File: src/rtl/bus2st_ser.sv
// bus2st_ser
// Serializes wide bus words (read from memory) into an 8-bit Avalon-ST
// stream with sop/eop framing for the turbo decoder input. A 2-word buffer
// decouples bus back-pressure from st_ready.
//
// Ports:
//   clk_st     single clock for the whole block
//   rst        asynchronous reset, active-high
//   bus_data   bus word; symbol k = bus_data[k*ST +: ST], symbol 0 sent first
//   bus_first  marks bus_data as the first word of a turbo packet
//   bus_en     word valid; transfer when bus_en && bus_ready
//   bus_ready  at least one buffer slot is free (registered)
//   st_ready   Avalon-ST ready, ready latency 0
//   st_data    symbol
//   st_valid   symbol valid
//   st_sop     first symbol of a packet
//   st_eop     last symbol of a packet
//   st_error   framing error, qualified with st_eop
//   pkt_cnt    (only with BUS2ST_PKT_CNT_EN) count of accepted eop beats
//
// Optional feature macro: BUS2ST_PKT_CNT_EN adds the pkt_cnt output.
module bus2st_ser #(
   parameter int ST_PER_BUS       = 512,
   parameter int ST               = 8,
   parameter int NUM_ST_PER_BUS   = ST_PER_BUS / ST,
   parameter int ST_PER_TURBO_PKT = 128
) (
   input  logic                  clk_st,
   input  logic                  rst,
   input  logic [ST_PER_BUS-1:0] bus_data,
   input  logic                  bus_first,
   input  logic                  bus_en,
   output logic                  bus_ready,
   input  logic                  st_ready,
   output logic [ST-1:0]         st_data,
   output logic                  st_valid,
   output logic                  st_sop,
   output logic                  st_eop,
`ifdef BUS2ST_PKT_CNT_EN
   output logic [15:0]           pkt_cnt,
`endif
   output logic                  st_error
);

   localparam int BUS_PER_PKT = ST_PER_TURBO_PKT / NUM_ST_PER_BUS;
   localparam int SYM_W = (NUM_ST_PER_BUS > 1) ? $clog2(NUM_ST_PER_BUS) : 1;
   localparam int BUS_W = (BUS_PER_PKT > 1) ? $clog2(BUS_PER_PKT) : 1;
   localparam logic [SYM_W-1:0] SYM_LAST = SYM_W'(NUM_ST_PER_BUS - 1);
   localparam logic [BUS_W-1:0] BUS_LAST = BUS_W'(BUS_PER_PKT - 1);

   typedef enum logic {IDLE, SEND} state_t;
   state_t state, state_nxt;

   logic [ST_PER_BUS-1:0] mem_data [2];
   logic [1:0]            mem_first;
   logic                  wr_ptr, rd_ptr;
   logic [1:0]            count, count_nxt;
   logic [SYM_W-1:0]      sym_cnt;
   logic [BUS_W-1:0]      bus_cnt;
   logic                  err_flag, err_nxt;
   logic                  wr, pop, adv, emit, sym_last;
   logic                  sop_nxt, eop_nxt;
   logic [ST_PER_BUS-1:0] head_data;
   logic                  head_first;

   // SEND means the buffer holds at least one word. In IDLE the buffer is
   // empty, so the incoming word is bypassed straight to the serializer;
   // this gives the one-cycle accept-to-first-symbol latency.
   always_comb begin
      state_nxt  = state;
      wr         = bus_en && bus_ready;
      adv        = !st_valid || st_ready;
      head_data  = bus_data;
      head_first = bus_first;
      if (state == SEND) begin
         head_data  = mem_data[rd_ptr];
         head_first = mem_first[rd_ptr];
      end
      emit      = adv && ((state == SEND) || wr);
      sym_last  = (sym_cnt == SYM_LAST);
      pop       = emit && sym_last;
      sop_nxt   = (sym_cnt == '0) && (bus_cnt == '0);
      eop_nxt   = sym_last && (bus_cnt == BUS_LAST);
      // Sticky error: restart at sop, accumulate a word-position mismatch
      // on the first symbol of each word.
      err_nxt   = (sop_nxt ? 1'b0 : err_flag) |
                  ((sym_cnt == '0) && (head_first != (bus_cnt == '0)));
      count_nxt = count + {1'b0, wr} - {1'b0, pop};
      case (state)
         IDLE:    if (count_nxt != 2'd0) state_nxt = SEND;
         SEND:    if (count_nxt == 2'd0) state_nxt = IDLE;
         default: state_nxt = IDLE;
      endcase
   end

   always_ff @(posedge clk_st or posedge rst) begin
      if (rst) state <= IDLE;
      else     state <= state_nxt;
   end

   // Buffer storage carries no reset; occupancy is tracked by count.
   always_ff @(posedge clk_st) begin
      if (wr) begin
         mem_data[wr_ptr]  <= bus_data;
         mem_first[wr_ptr] <= bus_first;
      end
   end

   always_ff @(posedge clk_st or posedge rst) begin
      if (rst) begin
         wr_ptr    <= 1'b0;
         rd_ptr    <= 1'b0;
         count     <= 2'd0;
         bus_ready <= 1'b1;
         sym_cnt   <= '0;
         bus_cnt   <= '0;
         err_flag  <= 1'b0;
         st_data   <= '0;
         st_valid  <= 1'b0;
         st_sop    <= 1'b0;
         st_eop    <= 1'b0;
         st_error  <= 1'b0;
      end else begin
         if (wr)  wr_ptr <= ~wr_ptr;
         if (pop) rd_ptr <= ~rd_ptr;
         count     <= count_nxt;
         bus_ready <= (count_nxt != 2'd2);
         if (emit) begin
            st_data  <= head_data[sym_cnt*ST +: ST];
            st_valid <= 1'b1;
            st_sop   <= sop_nxt;
            st_eop   <= eop_nxt;
            st_error <= eop_nxt && err_nxt;
            err_flag <= err_nxt;
            sym_cnt  <= sym_last ? '0 : sym_cnt + 1'b1;
            if (sym_last) bus_cnt <= (bus_cnt == BUS_LAST) ? '0 : bus_cnt + 1'b1;
         end else if (adv) begin
            st_valid <= 1'b0;
         end
      end
   end

`ifdef BUS2ST_PKT_CNT_EN
   always_ff @(posedge clk_st or posedge rst) begin
      if (rst)                              pkt_cnt <= 16'd0;
      else if (st_valid && st_ready && st_eop) pkt_cnt <= pkt_cnt + 16'd1;
   end
`endif

endmodule

File: config.mk
export PLATFORM = sky130hd
export DESIGN_NAME = bus2st_ser
export DESIGN_NICKNAME = d
export VERILOG_FILES = /design/src/rtl/bus2st_ser.sv
export SDC_FILE = /design/constraint.sdc
export NUM_CORES = 1
export LEC_CHECK = 0
export BUFFER_PORTS_ARGS = -buffer_cell sky130_fd_sc_hd__clkbuf_2
export CORE_ASPECT_RATIO = 0.6
export CORE_UTILIZATION = 59
export DETAILED_ROUTE_END_ITERATION = 12
export PLACE_DENSITY = 0.82
export SYNTH_ARGS = -nofsm -noshare
export SYNTH_HDL_FRONTEND = slang
export SYNTH_SLANG_ARGS = --single-unit
File: constraint.sdc
create_clock -name clk_st -period 28.4 [get_ports clk_st]
set_input_delay 1.42 -clock clk_st [delete_from_list [all_inputs] [get_ports clk_st]]
set_output_delay 1.42 -clock clk_st [all_outputs]
set_load 0.02 [all_outputs]
==> metrics, run 1 <==
die area between 0.07 and 0.08 sq mm; Worst R2R End st_data[1]$_DFFE_PP0P_; post_cts resized 0; CTS clk-pin slew, worst paths 0.07 ns; Critical Path AT 6.30 ns; Area Overhead vs Synth 13.3%; Synth Flop Type edfxtp_1; number of max-cap violations 0; endpoint class of the critical path flop; Die Y 218 um; Via-to-Cell Ratio 6.44; WHS Endpoint st_sop$_DFFE_PP0P_; Worst Path Required 28.94 ns; first-pass GRT wire length 182 mm; r2r setup slk 22.64 ns; IO Port Bufs between 500 and 600; Routed Antenna Nets 0; Hold Path Stages 1; global placer's final weighted congestion slightly above 0.9; Nets 3948; setup violators final 0; Mapped Cells slightly below 3k; Sw Share 0.351; CP Max Fanout 54; Seq cells post-synth 1052; peak supply drop ~0.08 mV; wire per inst 27.6 um; r2r startpoint sym_cnt[0]$_DFFE_PP0P_; Placed Cells 4372; CTS tree done; Post-synth ARST share 0.0247; TritonCTS buffer count 93; most frequent cells in the layout edfxtp_1 (1026), clkbuf_2 (529), mux2i_1 (453); core area about 0.076 sq mm; Rows 78; dominant cell type by area after synthesis edfxtp_1; Synth top area share 0.671; final setup skew 0.0317 ns; initial antenna violation count approximately 50; # IOs 530; Final period util 0.203; sequential fraction of design power 0.434; Pint roughly 3300 uW; cells on worst reg2reg path 10; Overall Global Routing Usage 0.315; Total Neg Setup Slack 0 ns; largest net degree at the start of global routing 201; CTS sink count 1052; power density over the cells 97.5 mW/mm^2; actual slew at the worst max-slew pin 1.38 ns; Die Width 362 um; drt drc 0; max-slew violations 0; worst hold start st_sop$_DFFE_PP0P_; Post-synth EDFFs 1026; Post-Syn Area about 0.046 sq mm; max_slew headroom 0.0700; Period minus WS final 5.76 ns; outcome complete, no violations; most common cell after layout, fill and taps aside edfxtp_1; FMAX between 0.15 and 0.2 GHz; Syn Nets about 3.5k; unrepaired setup endpoints after global routing false; Lkg Pwr 0.0205 uW; synth warn 0; GR Overflow Total 0; Setup Crit Path Kind reg -> reg; via count ~30k; power share of the clock group 0.250; post-CTS setup buffer count 0; Critical Path Start Type flop; Sw Pwr 1780 uW; main area contributors after synthesis edfxtp_1 (67%), mux2i_1 (9.9%), mux4_2 (3.9%); initial core utilization 0.602; final wirelength 126 mm; layout cells sized above 1 0.238; # H-tree levels 3; mean post-synth cell area 15.4 sq um; final std cells w/o fill 4575; hpwl dp about 82 mm; cts hold-fix bufs 0; Max Buffers Root-to-Sink 3; later-pin clock latency in the skew report 0.66 ns; Gate power share 0.316; Iteration-0 DRC Markers 4477; Fin. Hold Viols 0; Root Buffer clkbuf_16; synth unique cells 66; Hold Path Class reg -> reg; vias in the first global route 28.1k; drt pass-1 iters 6; Seq/Total Area, Yosys 0.685
[power by group through the flow]
stage	Sequential, uW	Combinational, uW	Clock [uW]
2_1_floorplan	2440	1060	0
3_3_place_gp	2220	1540	0
3_5_place_dp	2230	1570	0
4_1_cts	2200	1570	1280
5_1_grt	2230	1700	1340
6_report	2200	1600	1270
[Yosys cell counts (5+ instances only)]
| library cell | count |
|---|---|
| edfxtp_1 | 1026 |
| mux2i_1 | 453 |
| nor2_1 | 237 |
| a211oi_1 | 175 |
| a21oi_1 | 124 |
| nor3_1 | 105 |
| o21ai_0 | 104 |
| mux4_2 | 80 |
| buf_2 | 76 |
| o22ai_1 | 75 |
| nand2_1 | 67 |
| clkbuf_1 | 63 |
| buf_4 | 36 |
| buf_6 | 36 |
| o211ai_1 | 31 |
| dfrtp_1 | 25 |
| o31ai_1 | 25 |
| a22oi_1 | 19 |
| a31oi_1 | 19 |
| buf_1 | 18 |
| a221oi_1 | 17 |
| nand3_1 | 17 |
| a311oi_1 | 14 |
| o221ai_1 | 11 |
| nand2b_1 | 10 |
| o21ai_1 | 10 |
| mux2_1 | 9 |
| mux2_2 | 8 |
| nor2b_1 | 8 |
| nor4_1 | 8 |
| inv_1 | 7 |
| and3_1 | 6 |
| or4_1 | 6 |
| xnor2_1 | 5 |
[how the worst max path moves through the flow]
stage	startpoint	endpoint	slack, ns
floorplan	bus_en	mem_data[0][0]$_DFFE_PP_	4.26
global placement	bus_en	mem_data[1][511]$_DFFE_PP_	22.86
detailed placement	bus_en	mem_data[1][495]$_DFFE_PP_	22.82
CTS	sym_cnt[0]$_DFFE_PP0P_	st_data[1]$_DFFE_PP0P_	22.93
global route	sym_cnt[0]$_DFFE_PP0P_	st_data[1]$_DFFE_PP0P_	22.45
finish	sym_cnt[0]$_DFFE_PP0P_	st_data[1]$_DFFE_PP0P_	22.64
[state kept, by name, indices dropped and copies added, names as in the netlist]
| register | cells |
|---|---|
| st_data | 8 |
| sym_cnt | 6 |
| count | 2 |
| st_error | 1 |
| wr_ptr | 1 |
| rd_ptr | 1 |
| st_eop | 1 |
| mem_first | 2 |
| st_sop | 1 |
| bus_cnt | 1 |
| bus_ready | 1 |
| st_valid | 1 |
| state | 1 |
| mem_data | 1024 |
| err_flag | 1 |
[metal layers]
layer  part of all wire  vias to the layer above  wire, um  track usage
li1                   -                    12889         -            -
met1               0.39                    14367     49400        0.451
met2               0.44                     1887     55700        0.450
met3               0.13                      310     16500        0.103
met4              0.034                       32      4350        0.118
met5             0.0015                        -       192            0
[layout make-up]
type / count / area, sq um
Tap cell: 1040 / 1300
Multi-Input combinational cell: 1690 / 13100
Inverter: 9 / 36.3
Sequential cell: 1052 / 31500
Timing Repair Buffer: 581 / 3100
Clock buffer: 104 / 2390
Clock inverter: 66 / 611
Fill cell: 5156 / 24300
Antenna cell: 33 / 82.6
[through the flow]
stage                     cell area, sq um   util  worst slack, ns  power, uW  hold WS [ns]
after CTS                            52000  0.681            22.93       5050         0.490
after global placement               49000  0.642            22.86       3760         0.463
after detailed placement             49000  0.642            22.82       3800         0.474
after global routing                 52000  0.682            22.45       5270         0.501
final                                52000  0.682            22.64       5070         0.499
after floorplan                      45900      -             4.26       3500         0.460
[cell families (layout without fill, tap and decap cells)]
group,after synthesis,in the layout,synth area share
AOI/OAI and AO/OA,652,652,0.0935
xor gates and xnor gates,7,7,0.00134
adders and majority gates,4,4,0.00109
buffers and inverters,241,760,0.0314
DFF,1052,1052,0.685
muxes,550,550,0.142
other,0,33,0
and+or+nand+nor,477,477,0.0454
[worst max-delay path, cell delays in order, from the launching register on]
cell and delay [ns]:
dfrtp_4 0.72, buf_4 0.71, buf_4 0.61, buf_4 0.82, or2_2 0.53, o22ai_1 0.13
nor2_1 0.14, a21oi_1 0.09, nor3_1 1.13, a31oi_1 0.24, or3_1 0.42
No activity file was read; power rests on OpenSTA's default activity.
==> run 2, diff against run 1 <==
- CORE_UTILIZATION: 59 -> 53
- PLACE_DENSITY: 0.82 -> 0.78
- clock period: 28.4 -> 5 ns (I/O delays scaled with it)
==> run 2 against run 1 <==
Wire length grew 10%. Non-clock buffer count grew 546. Via count up 9.0%. Critical endpoint unchanged.
==> metrics, run 2 (synthesized netlist as in run 1, its figures left out) <==
# IOs 530; Die Y 230 um; Die Width approximately 380 um; CTS tree done; wire per inst 26.5 um; CP startpoint sym_cnt[1]$_DFFE_PP0P_; IO Port Bufs 529; CP peak stage delay 1.03 ns; setup violators final 0; outcome complete, no violations; largest net degree at the start of global routing 131; Regs by FF count mem_data (1024), st_data (8), sym_cnt (6); later-pin clock latency in the skew report 0.69 ns; CTS sink count 1052; CTS clk-pin slew, worst paths 0.07 ns; most frequent cells in the layout edfxtp_1 (1026), clkbuf_2 (529), dlygate4sd3_1 (516); actual slew at the worst max-slew pin 1.42 ns; # H-tree levels 3; final wirelength 139 mm; vias in the first global route 32.0k; r2r startpoint sym_cnt[1]$_DFFE_PP0P_; via count 32.2k; FMAX 0.250 GHz; peak supply drop 0.447 mV; Routed Antenna Nets 0; post-CTS setup buffer count 0; Overall Global Routing Usage 0.310; Final period util 0.800; post_cts resized 0; core area 0.0857 sq mm; Via-to-Cell Ratio 6.14; endpoint class of the critical path flop; Worst Path Required roughly 5.6 ns; Fin. Hold Viols 0; Nets 4498; Lkg Pwr 0.0231 uW; drt drc 0; max reg flops 1024; FILL cells 5712; Rows 83; max_slew headroom 0.0527; unrepaired setup endpoints after global routing false; Max Buffers Root-to-Sink 3; die area 0.0879 sq mm; Period minus WS final between 4 and 5 ns; Top delay family on crit path simple AND/OR/NAND/NOR gates; CP most frequent cell o22ai_1; Post-Place Worst Slack 1.13 ns; Hold Path Class in -> async; Largest Register mem_data; Cell Chain, Critical Path nand2b_2, o22ai_1, nor3_1, o22ai_1, o31ai_2, a31oi_1, or3_1; Setup Crit Path Kind reg -> reg; Iteration-0 DRC Markers 4083; cts hold-fix bufs between 500 and 600; initial antenna violation count 46; Crit-path slowest cell nand2b_2; most common cell after layout, fill and taps aside edfxtp_1; Power, Total 30100 uW; Area Overhead vs Synth 26.6%; number of max-cap violations 0; CP Max Fanout 36; max-slew violations 0; Setup WS post-layout 0.999 ns; Critical Path Start Type flop; Critical Path AT ~4.6 ns; TritonCTS buffer count 97; initial core utilization 0.536; CP Buf/Inv Count 0; global placer's final weighted congestion 0.860; multi-input logic area 0.0131 sq mm; layout cells sized above 1 0.214; hpwl dp between 80 and 90 mm; Root Buffer clkbuf_16; first-pass GRT wire length 202 mm; Register Area 0.0315 sq mm; GR Overflow Total 0; drt pass-1 iters 6; power density over the cells 518 mW/mm^2; final setup skew ~0.025 ns
==> run 2: worst paths after layout <==
path,cells past startpoint,to,slack [ns]
worst min register to register,1,st_sop$_DFFE_PP0P_,0.48
worst min-delay path,4,st_data[7]$_DFFE_PP0P_,0.25
max in group asynchronous,4,rd_ptr$_DFFE_PP0P_,4.35
worst max-delay path,7,st_data[1]$_DFFE_PP0P_,1.0
worst max register to register,7,st_data[1]$_DFFE_PP0P_,1.0
min in group clk_st,2,mem_data[0][77]$_DFFE_PP_,0.30
==> run 2: final cells by class <==
type                       count  area share
multi-input combinational   1690       0.225
sequential                  1052       0.541
antenna                       34     0.00146
inverter                       9    0.000624
clock inverter                59      0.0112
clock buffer                 120      0.0454
timing repair buffer        1127       0.151
tap                         1147      0.0247
==> run 2: report_power, final <==
| part | switching (uW) | internal, uW | leakage [uW] | total, uW |
|---|---|---|---|---|
| logic | 6510 | 3320 | 0.0116 | 9830 |
| registers | 645 | 11800 | 0.00984 | 12500 |
| clock network | 3350 | 4470 | 0.00161 | 7820 |
==> run 2: metal layers <==
metal	up-vias	global-route usage	wire length, um
li1	13979	-	-
met4	28	0.106	4410
met1	15878	0.430	55100
met5	-	0	161
met3	332	0.0768	14200
met2	1935	0.481	64900
==> run 2: worst reg2reg max path: cells and delay by family, from the launching register on <==
family           cells  cell delay, ns
AND/OR/NAND/NOR      3            1.72
AO/OA/AOI/OAI        4            1.25
flip-flops           1            0.89
==> run 2: metrics by stage <==
stage / util / std cells / TNS (ns) / hold slack, ns / cell area (sq um)
finish: 0.679 / 5238 / 0 / 0.250 / 58100
global route: 0.678 / 5229 / 0 / 0.258 / 58100
CTS: 0.678 / 5204 / 0 / 0.195 / 58100
detailed placement: 0.579 / 4509 / 0 / 0.381 / 49600
global placement: 0.579 / 4509 / 0 / 0.367 / 49600
floorplan: - / 2983 / -3057.96 / 0.289 / 45900
